$ cat config.mk
export PLATFORM = sky130hd
export DESIGN_NAME = rf_context_sequencer
export DESIGN_NICKNAME = d
export VERILOG_FILES = /design/src/rtl/rf_context_sequencer.sv
export SDC_FILE = /design/constraint.sdc
export NUM_CORES = 1
export LEC_CHECK = 0
export ABC_AREA = 1
export CORE_ASPECT_RATIO = 1.25
export CORE_UTILIZATION = 24
export DETAILED_ROUTE_END_ITERATION = 16
export GPL_ROUTABILITY_DRIVEN = 0
export HOLD_SLACK_MARGIN = 0.12
export PLACE_DENSITY_LB_ADDON = 0.25
export SYNTH_ARGS = -nofsm -noshare
export SYNTH_HDL_FRONTEND = slang
export SYNTH_SLANG_ARGS = --single-unit
$ cat constraint.sdc
create_clock -name clk_i -period 5 [get_ports clk_i]
set_clock_uncertainty 0.1 [all_clocks]
set_input_delay 0.5 -clock clk_i [delete_from_list [all_inputs] [get_ports clk_i]]
set_output_delay 0.5 -clock clk_i [all_outputs]
set_load 0.02 [all_outputs]
$ cat src/rtl/rf_context_sequencer.sv
// rf_context_sequencer: hardware context save/restore engine for interrupt entry/exit.
// On irq entry it streams the registers selected by SaveMask from register file
// port A to a stack frame below sp, then pulses ra_set_o so the register file
// loads the return magic into ra. On irq exit it streams the same frame back
// into the register file through write port W1. While idle, core accesses pass
// straight through to the register file.
//
// Ports:
//   clk_i, rst_ni                   clock, synchronous active-low reset
//   irq_entry_i, irq_exit_i, sp_i   start pulses and stack pointer sampled on start
//   busy_o, done_o                  core stall, 1-cycle completion pulse
//   core_raddr_a_i, core_waddr_i,
//   core_wdata_i, core_we_i         core register file accesses (passed through when idle)
//   rf_raddr_a_o, rf_rdata_a_i,
//   rf_waddr_o, rf_wdata_o, rf_we_o register file read port A and write port W1
//   ra_set_o                        1-cycle pulse: register file loads magic into ra
//   mem_req_o, mem_we_o, mem_addr_o,
//   mem_wdata_o, mem_rdata_i,
//   mem_ack_i                       word memory port, request held until ack
module rf_context_sequencer #(
    parameter logic [31:0] SaveMask = 32'hF003_FCE2
) (
    input  logic        clk_i,
    input  logic        rst_ni,
    input  logic        irq_entry_i,
    input  logic        irq_exit_i,
    input  logic [31:0] sp_i,
    output logic        busy_o,
    output logic        done_o,
    input  logic [4:0]  core_raddr_a_i,
    input  logic [4:0]  core_waddr_i,
    input  logic [31:0] core_wdata_i,
    input  logic        core_we_i,
    output logic [4:0]  rf_raddr_a_o,
    input  logic [31:0] rf_rdata_a_i,
    output logic [4:0]  rf_waddr_o,
    output logic [31:0] rf_wdata_o,
    output logic        rf_we_o,
    output logic        ra_set_o,
    output logic        mem_req_o,
    output logic        mem_we_o,
    output logic [31:0] mem_addr_o,
    output logic [31:0] mem_wdata_o,
    input  logic [31:0] mem_rdata_i,
    input  logic        mem_ack_i
);

    // Number of saved registers; x0 is never saved.
    function automatic int unsigned count_saved(input logic [31:0] mask);
        int unsigned n;
        n = 0;
        for (int unsigned i = 1; i < 32; i++) begin
            if (mask[i]) n++;
        end
        return n;
    endfunction

    localparam int unsigned NumSaved   = count_saved(SaveMask);
    localparam int unsigned KW         = (NumSaved < 1) ? 1 : $clog2(NumSaved + 1);
    localparam logic [31:0] FrameBytes = 32'(4 * NumSaved);

    typedef enum logic [1:0] {
        IDLE    = 2'd0,
        SAVE    = 2'd1,
        SET_RA  = 2'd2,
        RESTORE = 2'd3
    } state_e;

    state_e          state_q, state_d;
    logic [31:0]     base_q, base_d;
    logic [KW-1:0]   k_q, k_d;
    logic            pending_q, pending_d;

    logic [4:0]      cur_reg;
    logic [31:0]     frame_addr;
    logic            last_k;
    logic            start_save;

    // Register index of the k-th set bit of SaveMask (ascending).
    function automatic logic [4:0] reg_of(input logic [KW-1:0] idx);
        int unsigned cnt;
        logic [4:0]  r;
        cnt = 0;
        r   = '0;
        for (int unsigned i = 1; i < 32; i++) begin
            if (SaveMask[i]) begin
                if (cnt == 32'(idx)) r = 5'(i);
                cnt++;
            end
        end
        return r;
    endfunction

    assign cur_reg    = reg_of(k_q);
    assign frame_addr = base_q + (32'(k_q) << 2);
    assign last_k     = (k_q == KW'(NumSaved - 1));

    // State register.
    always_ff @(posedge clk_i) begin
        if (!rst_ni) begin
            state_q   <= IDLE;
            base_q    <= '0;
            k_q       <= '0;
            pending_q <= 1'b0;
        end else begin
            state_q   <= state_d;
            base_q    <= base_d;
            k_q       <= k_d;
            pending_q <= pending_d;
        end
    end

    // Next-state and port muxing.
    always_comb begin
        state_d      = state_q;
        base_d       = base_q;
        k_d          = k_q;
        pending_d    = pending_q;
        start_save   = 1'b0;
        busy_o       = 1'b0;
        done_o       = 1'b0;
        ra_set_o     = 1'b0;
        mem_req_o    = 1'b0;
        mem_we_o     = 1'b0;
        mem_addr_o   = frame_addr;
        mem_wdata_o  = '0;
        rf_raddr_a_o = cur_reg;
        rf_waddr_o   = cur_reg;
        rf_wdata_o   = mem_rdata_i;
        rf_we_o      = 1'b0;

        unique case (state_q)
            IDLE: begin
                rf_raddr_a_o = core_raddr_a_i;
                rf_waddr_o   = core_waddr_i;
                rf_wdata_o   = core_wdata_i;
                rf_we_o      = core_we_i;
                // Entry has priority over a simultaneous exit.
                if (irq_entry_i || pending_q) begin
                    start_save = 1'b1;
                end else if (irq_exit_i) begin
                    base_d  = sp_i;
                    k_d     = '0;
                    state_d = RESTORE;
                end
            end
            SAVE: begin
                busy_o      = 1'b1;
                mem_req_o   = 1'b1;
                mem_we_o    = 1'b1;
                mem_wdata_o = rf_rdata_a_i;
                if (irq_entry_i) pending_d = 1'b1;
                if (mem_ack_i) begin
                    k_d = k_q + KW'(1);
                    if (last_k) state_d = SET_RA;
                end
            end
            SET_RA: begin
                busy_o   = 1'b1;
                ra_set_o = 1'b1;
                done_o   = 1'b1;
                state_d  = IDLE;
                if (irq_entry_i || pending_q) start_save = 1'b1;
            end
            RESTORE: begin
                busy_o    = 1'b1;
                mem_req_o = 1'b1;
                rf_we_o   = mem_ack_i;
                if (irq_entry_i) pending_d = 1'b1;
                if (mem_ack_i) begin
                    k_d = k_q + KW'(1);
                    if (last_k) begin
                        done_o  = 1'b1;
                        state_d = IDLE;
                        if (irq_entry_i || pending_q) start_save = 1'b1;
                    end
                end
            end
            default: state_d = IDLE;
        endcase

        // A queued or fresh entry launches the save directly, sampling sp_i now.
        if (start_save) begin
            base_d    = sp_i - FrameBytes;
            k_d       = '0;
            pending_d = 1'b0;
            state_d   = SAVE;
        end
    end

endmodule

# Word-level counts from Yosys, hierarchy flattened
# Cells that the tools add are included.
[word_totals]
input_bits = 144
register_bits = 40
out_inout_bits = 112
wordCells = 105
[classes]
bitwise_logic = 1
n_reduce_logical = 15
muxes = 48
n_eq_ne = 33
n_addsub = 3
[op_table]
columns = ["operator", "n"]
rows = [
  ["$mux 32", 6],
  ["$mux 5", 11],
  ["$eq 4x5->1 const A", 8],
  ["$add 32x7->32", 1],
  ["$sub 32x7->32 const B", 1],
  ["$mux 4", 6],
  ["$eq 3x5->1 const A", 4],
  ["$ne 3x3->1 const B", 6],
  ["$ne 2x2->1 const B", 7],
  ["$mux 2", 6],
  ["$reduce_and 6->1", 2],
  ["$mux 1", 11],
  ["$eq 2x5->1 const A", 2],
  ["$pmux 5 s2", 1],
  ["$mux 3", 3],
  ["$pmux 2 s4", 1],
  ["$pmux 1 s2", 3],
  ["$reduce_bool 2->1", 3],
  ["$reduce_or 2->1", 3],
  ["$add 5x1->5 const B", 1],
  ["$eq 1x5->1 const A", 1],
  ["$eq 5x4->1 const B", 1],
  ["$logic_not 5->1", 1],
  ["$eq 2x2->1 const B", 2],
  ["9 further kinds", 9],
]

# Logic depth before layout (Yosys ltp)
# Gate-level depths: netlist (run 1).
[depth]
word_depth = 18
ltp_mapped = 16
depth_no_buf = 15

# Worst setup path before layout (run 1)
# OpenSTA, ideal clock, no wires.
[synth_path]
path_kind = "register to output"
from = "register k_q[0]"
to = "output mem_addr_o[28]"
stages_incl_launch_ff = 11
arrival_time_ps = 2174
setup_slack_ps = 2226
cell_sequence = "dfxtp_1 > ha_1 > inv_1 > fa_1 > o21ai_2 > nand2_2 > a21oi_4 > nand2_2 > nor3_2 > nand2_1 > xor2_1"
[synth_between]
elab_chain_len = 1
[synth_lines]
columns = ["item", "line", "rtl"]
rows = [
  ["start: declaration", "71", "logic [KW-1:0] k_q, k_d;"],
  ["start signal: assignment", "108", "k_q <= k_d;"],
  ["$add 32x7->32", "95", "assign frame_addr = base_q + (32'(k_q) << 2);"],
  ["end: declaration", "42", "output logic [31:0] mem_addr_o,"],
]
# No other way between the ends.

# Worst setup path in the final report (run 1)
[layout_path]
from = "register k_q[0]"
to = "output mem_addr_o[26]"
# Same word-level chain as after synthesis.

==> flow_summary_export.csv, run 1 <==
group,metric,value,unit
outcome,status,"complete, no violations",
place,placed_cell_area,0.00713,sq mm
timing,drv_slew,0,
power,p_leak,3.32,nW
global_route,grt_pass1_wl,27400,um
timing,fin_setup_tns,0,ps
setup_path,critPathMaxStageDelay,620,ps
worst_hold_path,hold_path_depth,2,
drt,vias,5560,
timing,whs,384,ps
setup_path,crit_type,"reg -> out",
logic_synthesis,synthesis.nets,946,
floorplanning,die_y,154,um
logic_synthesis,synthMuxAreaShare,0,%
logic_synthesis,synth.ff_latch_count,40,
clocking,clock_sinks,40,
clocking,clk_pin_slew,60,ps
setup_path,worstSetupEndpointType,"primary output",
logic_synthesis,synth_top_area_share,24.1,%
power,p_clk_share,9.9,%
setup_path,ff2ff_setup_slack,1810,ps
worst_hold_path,hp-class,"reg -> reg",
clocking,cts_tree,"built",
global_route,grtUsageTotal,18.6,%
floorplanning,start_util,24.4,%
logic_synthesis,synth_top_family_by_area,"simple AND/OR/NAND/NOR gates",
timing,rsz0062_at_grt,"no",
final_layout,area_growth,65.7,%
timing,post-route-min-period,3650,ps
logic_synthesis,synth_xor_area_share,9.74,%
setup_path,cp_slowest_cell,"clkdlybuf4s50_1",
clocking,post-cts-setup-buffers,0,
power,cellPowerDensity,527,mW/mm^2
drt,drtIter0Drc,258,
global_route,antenna_found_initial,0,
setup_path,worstPathArrival,3050,ps
final_layout,n_fill_cell,1968,
power,ir_drop,242,uV
global_route,grt_pass1_vias,5200,
clocking,numCtsBuffers,5,
place,dp_hpwl,15200,um
timing,setup_viol,0,
logic_synthesis,synthAdderAreaFrac,5.00,%
place,post-place-ws,1620,ps
place,portBuffers,255,
floorplanning,dieArea,0.0189,sq mm
setup_path,cp_data_required_time,4400,ps
timing,hold_violations,0,
power,pwr-share-comb,74.6,%
power,seqPwrFrac,15.5,%
timing,fin_crit_sh,73.1,%
logic_synthesis,ys_types,42,
logic_synthesis,synthSimpleGateAreaFrac,41.9,%
logic_synthesis,yosysWarnings,0,
setup_path,rr_worst_depth,13,
final_layout,drive_gt1_share,3.42,%
setup_path,crit-reg2reg-capture,"base_q[10]",
global_route,overflow,0,
drt,routed_wl,18100,um
clocking,clock-root-buffer,"clkbuf_16",
final_layout,nets,1183,
worst_hold_path,holdPathEnd,"base_q[0]",
setup_path,cp_max_fo,6,
clocking,htree_levels,2,
logic_synthesis,synth_area_leaders,"nand2_1 (24%), dfxtp_1 (18%), inv_1 (8.9%)",
setup_path,r2r-start,"state_q[0]",
clocking,cts_resized,0,
drt,drt_first_pass_iters,6,
drt,routedWlPerCell,14.5,um
clocking,cts_hold_buf,0,
logic_synthesis,synth_compound_area_share,12.7,%
setup_path,startpoint_type,"flop",
clocking,clkLatencyLatePin,280,ps
final_layout,final-seq-area,801,sq um
floorplanning,fp.dieW,123,um
global_route,grt_start_max_net_pins,45,
logic_synthesis,syn_inst,785,
drt,drc,0,
logic_synthesis,synth_area,0.00441,sq mm
job,drv_cap,0,
floorplanning,fp.coreArea,0.0180,sq mm
final_layout,n_antenna_cell,0,
floorplanning,num_rows,55,
setup_path,crit_family,"buffers and inverters",
timing,tightest_slew,920,ps
drt,avgViaCountPerCell,4.44,
power,p_sw_share,51.4,%
clocking,cts.path.max_buffers,2,
timing,fin_ws,1350,ps
setup_path,path_common_cell,"nand2_2",
worst_hold_path,worstHoldStart,"base_q[0]",
power,power_switching,1.98,mW
timing,slew-limit-headroom,38.5,%
logic_synthesis,yosysSeqAreaShare,18.2,%
logic_synthesis,synth.avg_cell_area,5.62,sq um
logic_synthesis,synth_top_cell_by_area,"nand2_1",
power,internal_power,1.87,mW
drt,postRouteAntennaNets,0,
timing,clock.fmax,0.274,GHz
final_layout,multiInputGateArea,0.00306,sq mm
floorplanning,io_pins,256,
setup_path,crit_buf_inv,2,
final_layout,stdcell_area,0.00730,sq mm
setup_path,critical_path.cell_chain,"ha_1 -> inv_1 -> fa_1 -> o21ai_2 -> nand2_2 -> a21oi_4 -> nand2_2 -> nor2_1 -> nand2_1 -> xor2_1 -> clkdlybuf4s50_1",
## per-stage QoR
| stage | total power, mW | utilization [%] | cells |
|---|---|---|---|
| finish | 3.85 | 40.5 | 1251 |
| global route | 4.18 | 40.5 | 1251 |
| CTS | 3.90 | 40.5 | 1251 |
| detailed placement | 3.50 | 39.5 | 1243 |
| global placement | 3.49 | 39.5 | 1243 |
| floorplan | 2.25 | - | 785 |
## flip-flops by register name, indices dropped and copies added, names as in the netlist
signal,flops
pending_q,1
k_q,5
base_q,32
state_q,2
## layout make-up
type	count	area share, %
inverters	109	5.60
well taps	228	3.91
repair buffers	258	35.3
flip-flops and latches	40	11.0
multi-input cells	608	41.8
clock buffers	6	1.90
clock inverters	2	0.531
## worst max path at each step
stage	start	cells after the start	slack [ps]	endpoint
after floorplan	k_q[0]	10	2230	mem_addr_o[28]
after global placement	k_q[0]	11	1690	mem_addr_o[28]
after detailed placement	k_q[0]	11	1620	mem_addr_o[28]
after CTS	k_q[0]	11	1310	mem_addr_o[28]
after global routing	k_q[0]	11	1150	mem_addr_o[28]
final	k_q[0]	11	1350	mem_addr_o[26]
## tightest hold or removal path: stages (launching register included)
cell and delay, ps:
dfxtp_1 330, nor2_1 50, nor2_1 80
## kinds of logic (layout without fill, tap and decap cells)
family                     count (synthesis)  after routing
AOI/OAI and AO/OA                         97             97
adders and majority gates                 17             17
xor gates and xnor gates                  49             49
DFF                                       40             40
buffers and inverters                    137            375
and+or+nand+nor                          445            445
## layout by cell type, fill, tap and decap left out, types with 5 or more instances in the layout
master,n
o21ai_0,46
clkdlybuf4s50_1,255
nor3_1,10
nor4_1,7
nand4_1,11
nand3_1,22
xnor2_1,17
inv_1,105
dfxtp_1,40
nand2_1,283
clkbuf_16,5
a21oi_1,22
nor2_1,93
a31oi_1,13
nand2_2,5
ha_1,16
xor2_1,32
## synth_stat cells
cell type / number
o2111a_1: 1
nand2_1: 283
nor3b_1: 1
a21oi_1: 22
fa_1: 1
ha_1: 16
buf_6: 1
a211oi_1: 1
clkbuf_1: 13
inv_1: 105
nand3b_1: 2
nor3_2: 3
a31oi_1: 13
buf_4: 6
o211ai_1: 4
nor3_1: 10
nand3_1: 22
nor2_1: 93
nor3_4: 1
xor2_1: 32
o21ai_1: 2
dfxtp_1: 40
o22ai_1: 1
o31ai_1: 1
a211oi_2: 1
buf_2: 6
nand3_2: 1
o21ai_2: 1
xnor2_1: 17
nand2_2: 5
a21oi_4: 1
a21oi_2: 1
nor2_4: 3
nand4_1: 11
buf_1: 2
and2_1: 1
nor2_2: 2
o211a_1: 1
a31o_2: 1
inv_2: 4
nor4_1: 7
o21ai_0: 46
## per-layer routing
layer	up-vias	share of wire, %	global-route usage, %
met3	20	5.2	2.52
met1	2450	42	22.6
met5	-	0	0
li1	2918	-	-
met2	172	51	33.5
met4	0	2.2	5.34
## power by group through the flow
stage	clock [mW]	sequential (mW)	combinational (mW)
floorplan	0	0.550	1.70
global placement	0	0.601	2.89
detailed placement	0	0.601	2.90
CTS	0.392	0.595	2.91
global route	0.408	0.615	3.16
finish	0.380	0.596	2.88
(Power assumes the default switching activity.)
==> inputs of run 2 (changes only) <==
==> constraint.sdc (replaced) <==
create_clock -name clk_i -period 3.1 [get_ports clk_i]
set_clock_uncertainty 0.1 [all_clocks]
set_input_delay 0.31 -clock clk_i [delete_from_list [all_inputs] [get_ports clk_i]]
set_output_delay 0.31 -clock clk_i [all_outputs]
set_load 0.02 [all_outputs]
==> flow_summary_export.csv, run 2 (synthesized netlist as in run 1, its figures left out) <==
group,metric,value,unit
global_route,grt_start_max_net_pins,45,
clocking,clock_sinks,40,
power,cellPowerDensity,850,mW/mm^2
global_route,grtUsageTotal,18.7,%
drt,drc,0,
floorplanning,fp.coreArea,0.0180,sq mm
global_route,grt_pass1_vias,5202,
timing,fin_crit_sh,98.3,%
floorplanning,fp.dieW,123,um
final_layout,drive_gt1_share,4.55,%
final_layout,n_fill_cell,1956,
timing,clock.fmax,0.328,GHz
clocking,post-cts-setup-buffers,0,
floorplanning,start_util,24.4,%
clocking,numCtsBuffers,5,
power,ir_drop,297,uV
setup_path,crit_type,"reg -> out",
timing,setup_viol,0,
setup_path,worstPathArrival,2640,ps
global_route,overflow,0,
clocking,cts.path.max_buffers,2,
outcome,status,"complete, no violations",
clocking,htree_levels,2,
final_layout,mostFrequentLayoutCell,"nand2_1",
setup_path,critical_path.cell_chain,"buf_4 -> ha_1 -> inv_1 -> nor2_1 -> ha_1 -> inv_1 -> nand2_1 -> nor2_1 -> inv_1 -> o21ai_0 -> nand2_1 -> clkdlybuf4s50_1",
place,placed_cell_area,0.00721,sq mm
floorplanning,io_pins,256,
drt,routed_wl,18200,um
timing,post-route-min-period,3050,ps
final_layout,layout_common_cells,"nand2_1 (283), clkdlybuf4s50_1 (238), inv_1 (105)",
final_layout,regMostFlops,"base_q",
setup_path,path_common_cell,"inv_1",
global_route,antenna_found_initial,1,
drt,drt_first_pass_iters,4,
setup_path,cp_data_required_time,2690,ps
drt,postRouteAntennaNets,0,
place,portBuffers,255,
final_layout,nets,1192,
setup_path,cp_slowest_cell,"clkdlybuf4s50_1",
timing,drv_slew,0,
setup_path,critPathMaxStageDelay,570,ps
clocking,clock-root-buffer,"clkbuf_16",
final_layout,largest_reg_flops,32,
final_layout,area_growth,67.5,%
timing,rsz0062_at_grt,"yes",
clocking,clk_pin_slew,60,ps
clocking,clkLatencyLatePin,280,ps
final_layout,stdcell_area,0.00738,sq mm
place,dp_hpwl,15500,um
floorplanning,num_rows,55,
floorplanning,dieArea,0.0189,sq mm
clocking,cts_hold_buf,0,
setup_path,startpoint_type,"flop",
global_route,grt_pass1_wl,27500,um
clocking,cts_tree,"built",
floorplanning,die_y,154,um
drt,vias,5579,
worst_hold_path,hp-class,"reg -> reg",
setup_path,worstSetupEndpointType,"primary output",
power,p_leak,3.49,nW
timing,slew-limit-headroom,70.0,%
drt,avgViaCountPerCell,4.42,
setup_path,cp_max_fo,5,
job,drv_cap,0,
timing,tightest_slew,451,ps
drt,drtIter0Drc,297,
final_layout,layout.cells.non_filler,1261,
place,dp_cells,1252,
timing,hold_violations,0,
final_layout,reg.largest.list,"base_q: 32 flops, k_q: 5 flops, state_q: 2 flops",
drt,routedWlPerCell,14.5,um
-- run 2: changes by cell type in the layout (fill, tap and decap cells not counted), sizes merged --
cell and delta:
clkdlybuf4s50 -17, buf +9, dlygate4sd2 +7, dlymetal6s2s +6, clkbuf +2, clkdlybuf4s15 +2
diode +1
-- run 2: metal layers --
layer / track usage [%] / vias to the layer above / part of all wire [%]
li1: - / 2937 / -
met1: 21.8 / 2463 / 41
met2: 34.0 / 157 / 51
met3: 2.97 / 22 / 5.4
met4: 5.68 / 0 / 2.4
met5: 0 / - / 0
-- run 2: what timing repair did --
action | CTS | global route
gates resized for setup | 11 | 14
endpoints found under the setup margin | 11 | 22
hold endpoints to repair | 0 | 0
-- run 2: final cells by class --
class	instances	area, sq um	share of cell area (%)
Sequential cell	40	801	10.8
Tap cell	228	285	3.86
Multi-Input combinational cell	608	3060	41.4
Timing Repair Buffer	267	2650	35.9
Inverter	109	409	5.54
Antenna cell	1	2.50	0.0339
Clock inverter	2	38.8	0.525
Clock buffer	6	139	1.88
-- run 2: per-stage QoR --
| stage | setup TNS (ps) | setup slack (ps) | util [%] | hold slack (ps) | power [mW] |
|---|---|---|---|---|---|
| 6_report | 0 | 53.5 | 41.0 | 383 | 6.28 |
| 3_3_place_gp | 0 | 164 | 40.0 | 365 | 5.76 |
| 3_5_place_dp | 0 | 129 | 40.0 | 372 | 5.76 |
| 2_1_floorplan | 0 | 516 | - | 348 | 3.62 |
| 5_1_grt | -672 | -116 | 41.0 | 411 | 6.78 |
| 4_1_cts | 0 | 5.51 | 40.9 | 387 | 6.35 |
-- run 2: worst paths after layout --
check,to,cells after the start,start,slack [ps]
setup / recovery,rf_waddr_o[4],12,k_q[0],50
hold / removal,base_q[1],2,base_q[1],380
setup reg to reg,base_q[6],15,k_q[0],480
hold reg to reg,base_q[1],2,base_q[1],380
-- run 2: critical path: cells and delay by family, from the launching register on --
family	cells	cell delay, ps
adders and majority gates	2	410
DFF	1	310
and+or+nand+nor	4	370
AOI/OAI and AO/OA	1	290
buffers and inverters	5	980
-- run 2: where the power goes --
group / switching [mW] / leakage, nW / internal (mW)
Clock: 0.211 / 0.0871 / 0.403
Sequential: 0.215 / 0.330 / 0.726
Combinational: 2.80 / 3.07 / 1.93
Total: 3.22 / 3.49 / 3.06
